==> src/rtl/dmem_arbiter_if.sv <==
// Bus bundle between the MEM stage, the DMA/loader requester and dmem.
// The arbiter takes the slave side; requesters and memory take the master side.
interface dmem_arbiter_if;
    // Pipeline MEM stage
    logic        MemReqM;
    logic        MemWriteM;
    logic [31:0] ALUResultM;
    logic [31:0] WriteDataM;
    logic [31:0] ReadDataM;
    logic        StallM;
    // DMA / loader requester
    logic        DmaReq;
    logic        DmaWrite;
    logic [31:0] DmaAddr;
    logic [3:0]  DmaLen;
    logic [31:0] DmaWData;
    logic        DmaGnt;
    logic [31:0] DmaRData;
    logic        DmaRValid;
    logic        DmaDone;
    // Data memory port
    logic        MemWE;
    logic [31:0] MemAddr;
    logic [31:0] MemWD;
    logic [31:0] MemRD;

    modport slave (
        input  MemReqM, MemWriteM, ALUResultM, WriteDataM,
        input  DmaReq, DmaWrite, DmaAddr, DmaLen, DmaWData,
        input  MemRD,
        output ReadDataM, StallM,
        output DmaGnt, DmaRData, DmaRValid, DmaDone,
        output MemWE, MemAddr, MemWD
    );

    modport master (
        output MemReqM, MemWriteM, ALUResultM, WriteDataM,
        output DmaReq, DmaWrite, DmaAddr, DmaLen, DmaWData,
        output MemRD,
        input  ReadDataM, StallM,
        input  DmaGnt, DmaRData, DmaRValid, DmaDone,
        input  MemWE, MemAddr, MemWD
    );
endinterface

==> src/rtl/dmem_arbiter.sv <==
// Data-memory arbiter: pipeline MEM stage has priority, DMA gets bounded
// auto-incrementing bursts, and a starvation counter forces the DMA in
// after repeated losses (the MEM stage is then held with StallM).
module dmem_arbiter #(
    parameter int MAX_BURST    = 8,
    parameter int STARVE_LIMIT = 4
) (
    input logic           clk,
    input logic           reset,
    dmem_arbiter_if.slave bus
);

    localparam int SW = $clog2(STARVE_LIMIT + 1);

    typedef enum logic {IDLE, BURST} state_t;

    state_t      state_q, state_d;
    logic [3:0]  beats_q, beats_d;
    logic [31:0] burstAddr_q, burstAddr_d;
    logic        burstWrite_q, burstWrite_d;
    logic [SW-1:0] starve_q, starve_d;
    logic [31:0] dmaRData_q, dmaRData_d;
    logic        dmaRValid_q, dmaRValid_d;

    logic [3:0]  lenEff;
    logic        dmaWin;
    logic        pipeWin;
    logic        beatGnt;
    logic        beatWrite;

    // Effective burst length: zero means one beat, long requests are clipped.
    always_comb begin
        lenEff = bus.DmaLen;
        if (bus.DmaLen == 4'd0)
            lenEff = 4'd1;
        else if (bus.DmaLen > 4'(MAX_BURST))
            lenEff = 4'(MAX_BURST);
    end

    // Grant decision in IDLE; starve never exceeds the limit so == is the forced case.
    always_comb begin
        dmaWin  = (state_q == IDLE) && bus.DmaReq &&
                  (!bus.MemReqM || (starve_q == SW'(STARVE_LIMIT)));
        pipeWin = (state_q == IDLE) && bus.MemReqM && !dmaWin;
    end

    // State and datapath registers, cleared asynchronously so a reset aborts any burst.
    always_ff @(posedge clk or negedge reset) begin
        if (!reset) begin
            state_q      <= IDLE;
            beats_q      <= '0;
            burstAddr_q  <= '0;
            burstWrite_q <= 1'b0;
            starve_q     <= '0;
            dmaRData_q   <= '0;
            dmaRValid_q  <= 1'b0;
        end else begin
            state_q      <= state_d;
            beats_q      <= beats_d;
            burstAddr_q  <= burstAddr_d;
            burstWrite_q <= burstWrite_d;
            starve_q     <= starve_d;
            dmaRData_q   <= dmaRData_d;
            dmaRValid_q  <= dmaRValid_d;
        end
    end

    // Next-state logic: burst bookkeeping, starvation tracking and DMA read capture.
    always_comb begin
        state_d      = state_q;
        beats_d      = beats_q;
        burstAddr_d  = burstAddr_q;
        burstWrite_d = burstWrite_q;
        starve_d     = starve_q;
        dmaRData_d   = dmaRData_q;
        dmaRValid_d  = 1'b0;

        case (state_q)
            IDLE: begin
                if (dmaWin && (lenEff != 4'd1)) begin
                    state_d      = BURST;
                    beats_d      = lenEff - 4'd1;
                    burstAddr_d  = bus.DmaAddr + 32'd4;
                    burstWrite_d = bus.DmaWrite;
                end
            end
            BURST: begin
                beats_d     = beats_q - 4'd1;
                burstAddr_d = burstAddr_q + 32'd4;
                if (beats_q == 4'd1)
                    state_d = IDLE;
            end
            default: state_d = IDLE;
        endcase

        if (!bus.DmaReq || beatGnt)
            starve_d = '0;
        else if (pipeWin && (starve_q != SW'(STARVE_LIMIT)))
            starve_d = starve_q + SW'(1);

        if (beatGnt && !beatWrite) begin
            dmaRData_d  = bus.MemRD;
            dmaRValid_d = 1'b1;
        end
    end

    // A DMA beat happens on every BURST cycle and on an IDLE DMA win.
    always_comb begin
        beatGnt   = dmaWin || (state_q == BURST);
        beatWrite = (state_q == BURST) ? burstWrite_q : bus.DmaWrite;
    end

    // Output steering; everything is forced inactive while reset is held low.
    always_comb begin
        bus.ReadDataM = bus.MemRD;
        bus.DmaRData  = dmaRData_q;
        bus.DmaRValid = dmaRValid_q;
        bus.MemWE     = 1'b0;
        bus.MemAddr   = bus.ALUResultM;
        bus.MemWD     = bus.WriteDataM;
        bus.DmaGnt    = 1'b0;
        bus.DmaDone   = 1'b0;
        bus.StallM    = 1'b0;

        if (!reset) begin
            bus.MemAddr = '0;
            bus.MemWD   = '0;
        end else if (state_q == BURST) begin
            bus.MemAddr = burstAddr_q;
            bus.MemWE   = burstWrite_q;
            bus.MemWD   = bus.DmaWData;
            bus.DmaGnt  = 1'b1;
            bus.StallM  = bus.MemReqM;
            bus.DmaDone = (beats_q == 4'd1);
        end else if (dmaWin) begin
            bus.MemAddr = bus.DmaAddr;
            bus.MemWE   = bus.DmaWrite;
            bus.MemWD   = bus.DmaWData;
            bus.DmaGnt  = 1'b1;
            bus.StallM  = bus.MemReqM;
            bus.DmaDone = (lenEff == 4'd1);
        end else if (pipeWin) begin
            bus.MemWE   = bus.MemWriteM;
        end
    end

endmodule

==> src/flat_wrapper.sv <==
// flat-port wrapper written by rule: the top's interface ports become plain ports
module dmem_arbiter_flat 
#(
    parameter int MAX_BURST    = 8,
    parameter int STARVE_LIMIT = 4
)
  (clk, reset, bus_MemReqM, bus_MemWriteM, bus_ALUResultM, bus_WriteDataM, bus_DmaReq, bus_DmaWrite, bus_DmaAddr, bus_DmaLen, bus_DmaWData, bus_MemRD, bus_ReadDataM, bus_StallM, bus_DmaGnt, bus_DmaRData, bus_DmaRValid, bus_DmaDone, bus_MemWE, bus_MemAddr, bus_MemWD);
  dmem_arbiter_if bus_i ();
  input logic clk;
  input logic reset;
  input wire logic [$bits(bus_i.MemReqM)-1:0] bus_MemReqM;
  input wire logic [$bits(bus_i.MemWriteM)-1:0] bus_MemWriteM;
  input wire logic [$bits(bus_i.ALUResultM)-1:0] bus_ALUResultM;
  input wire logic [$bits(bus_i.WriteDataM)-1:0] bus_WriteDataM;
  input wire logic [$bits(bus_i.DmaReq)-1:0] bus_DmaReq;
  input wire logic [$bits(bus_i.DmaWrite)-1:0] bus_DmaWrite;
  input wire logic [$bits(bus_i.DmaAddr)-1:0] bus_DmaAddr;
  input wire logic [$bits(bus_i.DmaLen)-1:0] bus_DmaLen;
  input wire logic [$bits(bus_i.DmaWData)-1:0] bus_DmaWData;
  input wire logic [$bits(bus_i.MemRD)-1:0] bus_MemRD;
  output wire logic [$bits(bus_i.ReadDataM)-1:0] bus_ReadDataM;
  output wire logic [$bits(bus_i.StallM)-1:0] bus_StallM;
  output wire logic [$bits(bus_i.DmaGnt)-1:0] bus_DmaGnt;
  output wire logic [$bits(bus_i.DmaRData)-1:0] bus_DmaRData;
  output wire logic [$bits(bus_i.DmaRValid)-1:0] bus_DmaRValid;
  output wire logic [$bits(bus_i.DmaDone)-1:0] bus_DmaDone;
  output wire logic [$bits(bus_i.MemWE)-1:0] bus_MemWE;
  output wire logic [$bits(bus_i.MemAddr)-1:0] bus_MemAddr;
  output wire logic [$bits(bus_i.MemWD)-1:0] bus_MemWD;
  assign bus_i.MemReqM = bus_MemReqM;
  assign bus_i.MemWriteM = bus_MemWriteM;
  assign bus_i.ALUResultM = bus_ALUResultM;
  assign bus_i.WriteDataM = bus_WriteDataM;
  assign bus_i.DmaReq = bus_DmaReq;
  assign bus_i.DmaWrite = bus_DmaWrite;
  assign bus_i.DmaAddr = bus_DmaAddr;
  assign bus_i.DmaLen = bus_DmaLen;
  assign bus_i.DmaWData = bus_DmaWData;
  assign bus_i.MemRD = bus_MemRD;
  assign bus_ReadDataM = bus_i.ReadDataM;
  assign bus_StallM = bus_i.StallM;
  assign bus_DmaGnt = bus_i.DmaGnt;
  assign bus_DmaRData = bus_i.DmaRData;
  assign bus_DmaRValid = bus_i.DmaRValid;
  assign bus_DmaDone = bus_i.DmaDone;
  assign bus_MemWE = bus_i.MemWE;
  assign bus_MemAddr = bus_i.MemAddr;
  assign bus_MemWD = bus_i.MemWD;
  dmem_arbiter #(.MAX_BURST(MAX_BURST), .STARVE_LIMIT(STARVE_LIMIT)) u_core (.clk(clk), .reset(reset), .bus(bus_i));
endmodule
==> config.mk <==
export PLATFORM = sky130hd
export DESIGN_NAME = dmem_arbiter_flat
export DESIGN_NICKNAME = d
export VERILOG_FILES = /design/src/rtl/dmem_arbiter_if.sv /design/src/rtl/dmem_arbiter.sv /design/src/flat_wrapper.sv
export SDC_FILE = /design/constraint.sdc
export NUM_CORES = 1
export LEC_CHECK = 0
export BUFFER_PORTS_ARGS = -buffer_cell sky130_fd_sc_hd__buf_2
export CORE_MARGIN = 5
export CORE_UTILIZATION = 47
export DETAILED_ROUTE_END_ITERATION = 10
export PLACE_DENSITY = 0.82
export SYNTH_ARGS = -nofsm -noshare
export SYNTH_HDL_FRONTEND = slang
export SYNTH_SLANG_ARGS = --single-unit
==> constraint.sdc <==
create_clock -name clk -period 3.68 [get_ports clk]
set_input_delay 0.368 -clock clk [delete_from_list [all_inputs] [get_ports clk]]
set_output_delay 0.368 -clock clk [all_outputs]
set_load 0.1 [all_outputs]
==> flow_summary.ini <==
[floorplanning]
core_um2 = 12500
start_util_pct = 47.4
rows = 41
dieWidth_um = 122
ios = 303
die_area_um2 = 14900
die_y_um = 122

[global_route]
grt_pass1_wl_um = 30500
track_usage_pct = 25.5
overflow = 0
grt_max_degree = 59
grt_pass1_vias = 6105
antenna_found_initial = 4

[clock_network]
clock_path_buffers = 2
numCtsBuffers = 9
cts_tree = built
root_buffer = clkbuf_16
cts.sinks = 74
cts_setup_buffers = 0
worstSkewPairLatency_ns = 0.33
postCtsHoldBufs = 1
path_clk_slew_ns = 0.06
cts_resized = 0
htree_levels = 3

[sta]
report.final.hold_viol_count = 0
clock.fmax_ghz = 0.324
setup_viol_count_final = 0
fin_setup_tns_ns = 0
max-slew-margin-rel_pct = 34.8
rsz0062_at_grt = no
worst_pin_slew_ns = 0.974
fin_skew_ns = 0.00646
fin_crit_sh_pct = 83.8
fin_ws_ns = 0.595
final-max-slew-violation-count = 0
fin_crit_ns = 3.09

[routing]
route.detailed.drc = 0
ant_nets = 0
viasPerCell = 5.37
via_count = 6347
avgRoutedWirePerCell_um = 17.1
first_iter_violations = 405
wirelength_um = 20200
drtPass1Iterations = 6

[status]
status = finished, final reports clean

[worst_setup_path]
critPathKind = register to output pin
cp.required_ns = 3.31
critical_path_arrival_ns = 2.72
crit_path_start_kind = register
end_kind = output pin
r2r_slack_ns = 0.69
crit_path_max_fanout = 21

[finish]
final_net_count = 1179
fill_cells = 1116
stdcell_area_um2 = 8230
post_route_cells_drive_above_1_share_pct = 37.9
final_util_pct = 66.0
syn_to_final_growth_pct = 39.1

[logic_synthesis]
netlist-cell-type-count = 51
synth_seq_cells = 74
syn_area_um2 = 5910
synth-edff-count = 0
synth_common_cells = nand2_1 (121), nor2_1 (82), dfrtp_1 (74)
seq_area_frac_synth_pct = 31.3
synthArstFlopShare_pct = 100
synth_area_leader_cell = dfrtp_1
synth_flop_cell = dfrtp_1
synth_nets = 930
synth_top_area_share_pct = 31.3
synth_cells = 753
synth_area_per_cell_um2 = 7.85
synth_most_common_cell = nand2_1
ys.warnings.count = 0
yosys-top-cells-area = dfrtp_1 (31%), nand2_1 (7.7%), mux2_2 (6.9%)

[min_path]
hp-class = primary input to register

[power_and_ir_drop]
p_comb_share_pct = 67.8
switching_share_pct = 59.9
peakVddDrop_mv = 0.736
p_leak_nw = 4.08
seq_power_share_pct = 19.4
p_int_w = 0.00333
switching_power_w = 0.00497
power_density_nw_per_um2 = 1010
clock_power_share_pct = 12.8

[placed_design]
gp_congestion = 0.908
place_area_um2 = 7850
place_hpwl_um = 15600
portBuffers = 302
place_ws_ns = 0.814

[flow_run]
drv_cap = 0
final cells by class:
type / count / area, um^2 / area share, %
Inverter: 15 / 56.3 / 0.685
Clock buffer: 9 / 225 / 2.74
Clock inverter: 6 / 130 / 1.58
Multi-Input combinational cell: 585 / 3600 / 43.7
Antenna cell: 4 / 10.0 / 0.122
Timing Repair Buffer: 317 / 2140 / 26.0
Tap cell: 172 / 215 / 2.62
Sequential cell: 74 / 1860 / 22.6
metal layers:
metal	track usage [%]	routed length (um)
met2	44.3	10200
met3	4.69	1640
met4	10.4	543
met5	0	0
met1	31.2	7800
power groups by stage:
stage	Sequential (W)	Clock (W)	Combinational, W
2_1_floorplan	0.00282	0	0.00321
3_3_place_gp	0.00158	0	0.00556
3_5_place_dp	0.00160	0	0.00563
4_1_cts	0.00160	0.00108	0.00564
5_1_grt	0.00166	0.00110	0.00592
6_report	0.00161	0.00107	0.00562
flip-flops by register name, indices dropped and copies added, names as in the netlist:
name                  cells
u_core.beats_q            4
u_core.burstAddr_q       32
u_core.burstWrite_q       1
u_core.bus.DmaRData      32
u_core.bus.DmaRValid      1
u_core.starve_q           3
u_core.state_q            1
cells in the final DEF (no fill, tap or decap), types with 13 or more instances in the layout:
| cell | Yosys | routed |
|---|---|---|
| buf_2 | 6 | 268 |
| dfrtp_1 | 74 | 73 |
| inv_1 | 13 | 13 |
| mux2_2 | 36 | 36 |
| nand2_1 | 121 | 120 |
| o21ai_0 | 46 | 46 |
| and3_1 | 14 | 14 |
| nor2_1 | 82 | 82 |
| a21oi_1 | 70 | 69 |
| nand3_1 | 32 | 32 |
| nand3b_1 | 17 | 17 |
| xnor2_1 | 24 | 24 |
| xor2_1 | 22 | 22 |
| buf_12 | 0 | 34 |
| buf_4 | 32 | 14 |
| mux2i_1 | 32 | 32 |
critical path, stage by stage (launching register included):
cell	delay [ns]
dfrtp_1	0.37
inv_1	0.05
ha_1	0.19
a21bo_2	0.23
nand2_2	0.46
buf_12	0.26
mux2i_1	0.09
nor2_1	0.10
a21oi_1	0.05
nor2_1	0.08
buf_2	0.46
final timing paths:
kind | from | cells past startpoint | to
setup / recovery | u_core.starve_q[0]$_DFFE_PN0P_ | 10 | bus_MemAddr[5]
hold / removal | bus_MemRD[8] | 2 | u_core.bus.DmaRData[8]$_DFFE_PN0P_
setup reg to reg | u_core.state_q$_DFF_PN0_ | 7 | u_core.burstAddr_q[22]$_DFFE_PN0P_
hold reg to reg | u_core.starve_q[0]$_DFFE_PN0P_ | 1 | u_core.starve_q[0]$_DFFE_PN0P_
max in group asynchronous | reset | 3 | u_core.burstAddr_q[23]$_DFFE_PN0P_
min in group asynchronous | reset | 2 | u_core.burstAddr_q[16]$_DFFE_PN0P_
kinds of logic after synthesis:
group / share of synthesized area [%]
simple gates: 23.8
compound gates: 16.1
buf+inv: 8.25
flops: 31.3
mux: 12.3
xor+xnor: 6.81
fa+ha+maj: 1.48
through the flow:
| stage | hold slack, ns | power (W) | cells |
|---|---|---|---|
| finish | 0.276 | 0.00830 | 1182 |
| CTS | 0.270 | 0.00832 | 1178 |
| global placement | 0.352 | 0.00714 | 1162 |
| detailed placement | 0.352 | 0.00723 | 1162 |
| global route | 0.282 | 0.00869 | 1182 |
| floorplan | 0.0724 | 0.00604 | 753 |
Note: power is estimated with default switching activity, not from simulation.
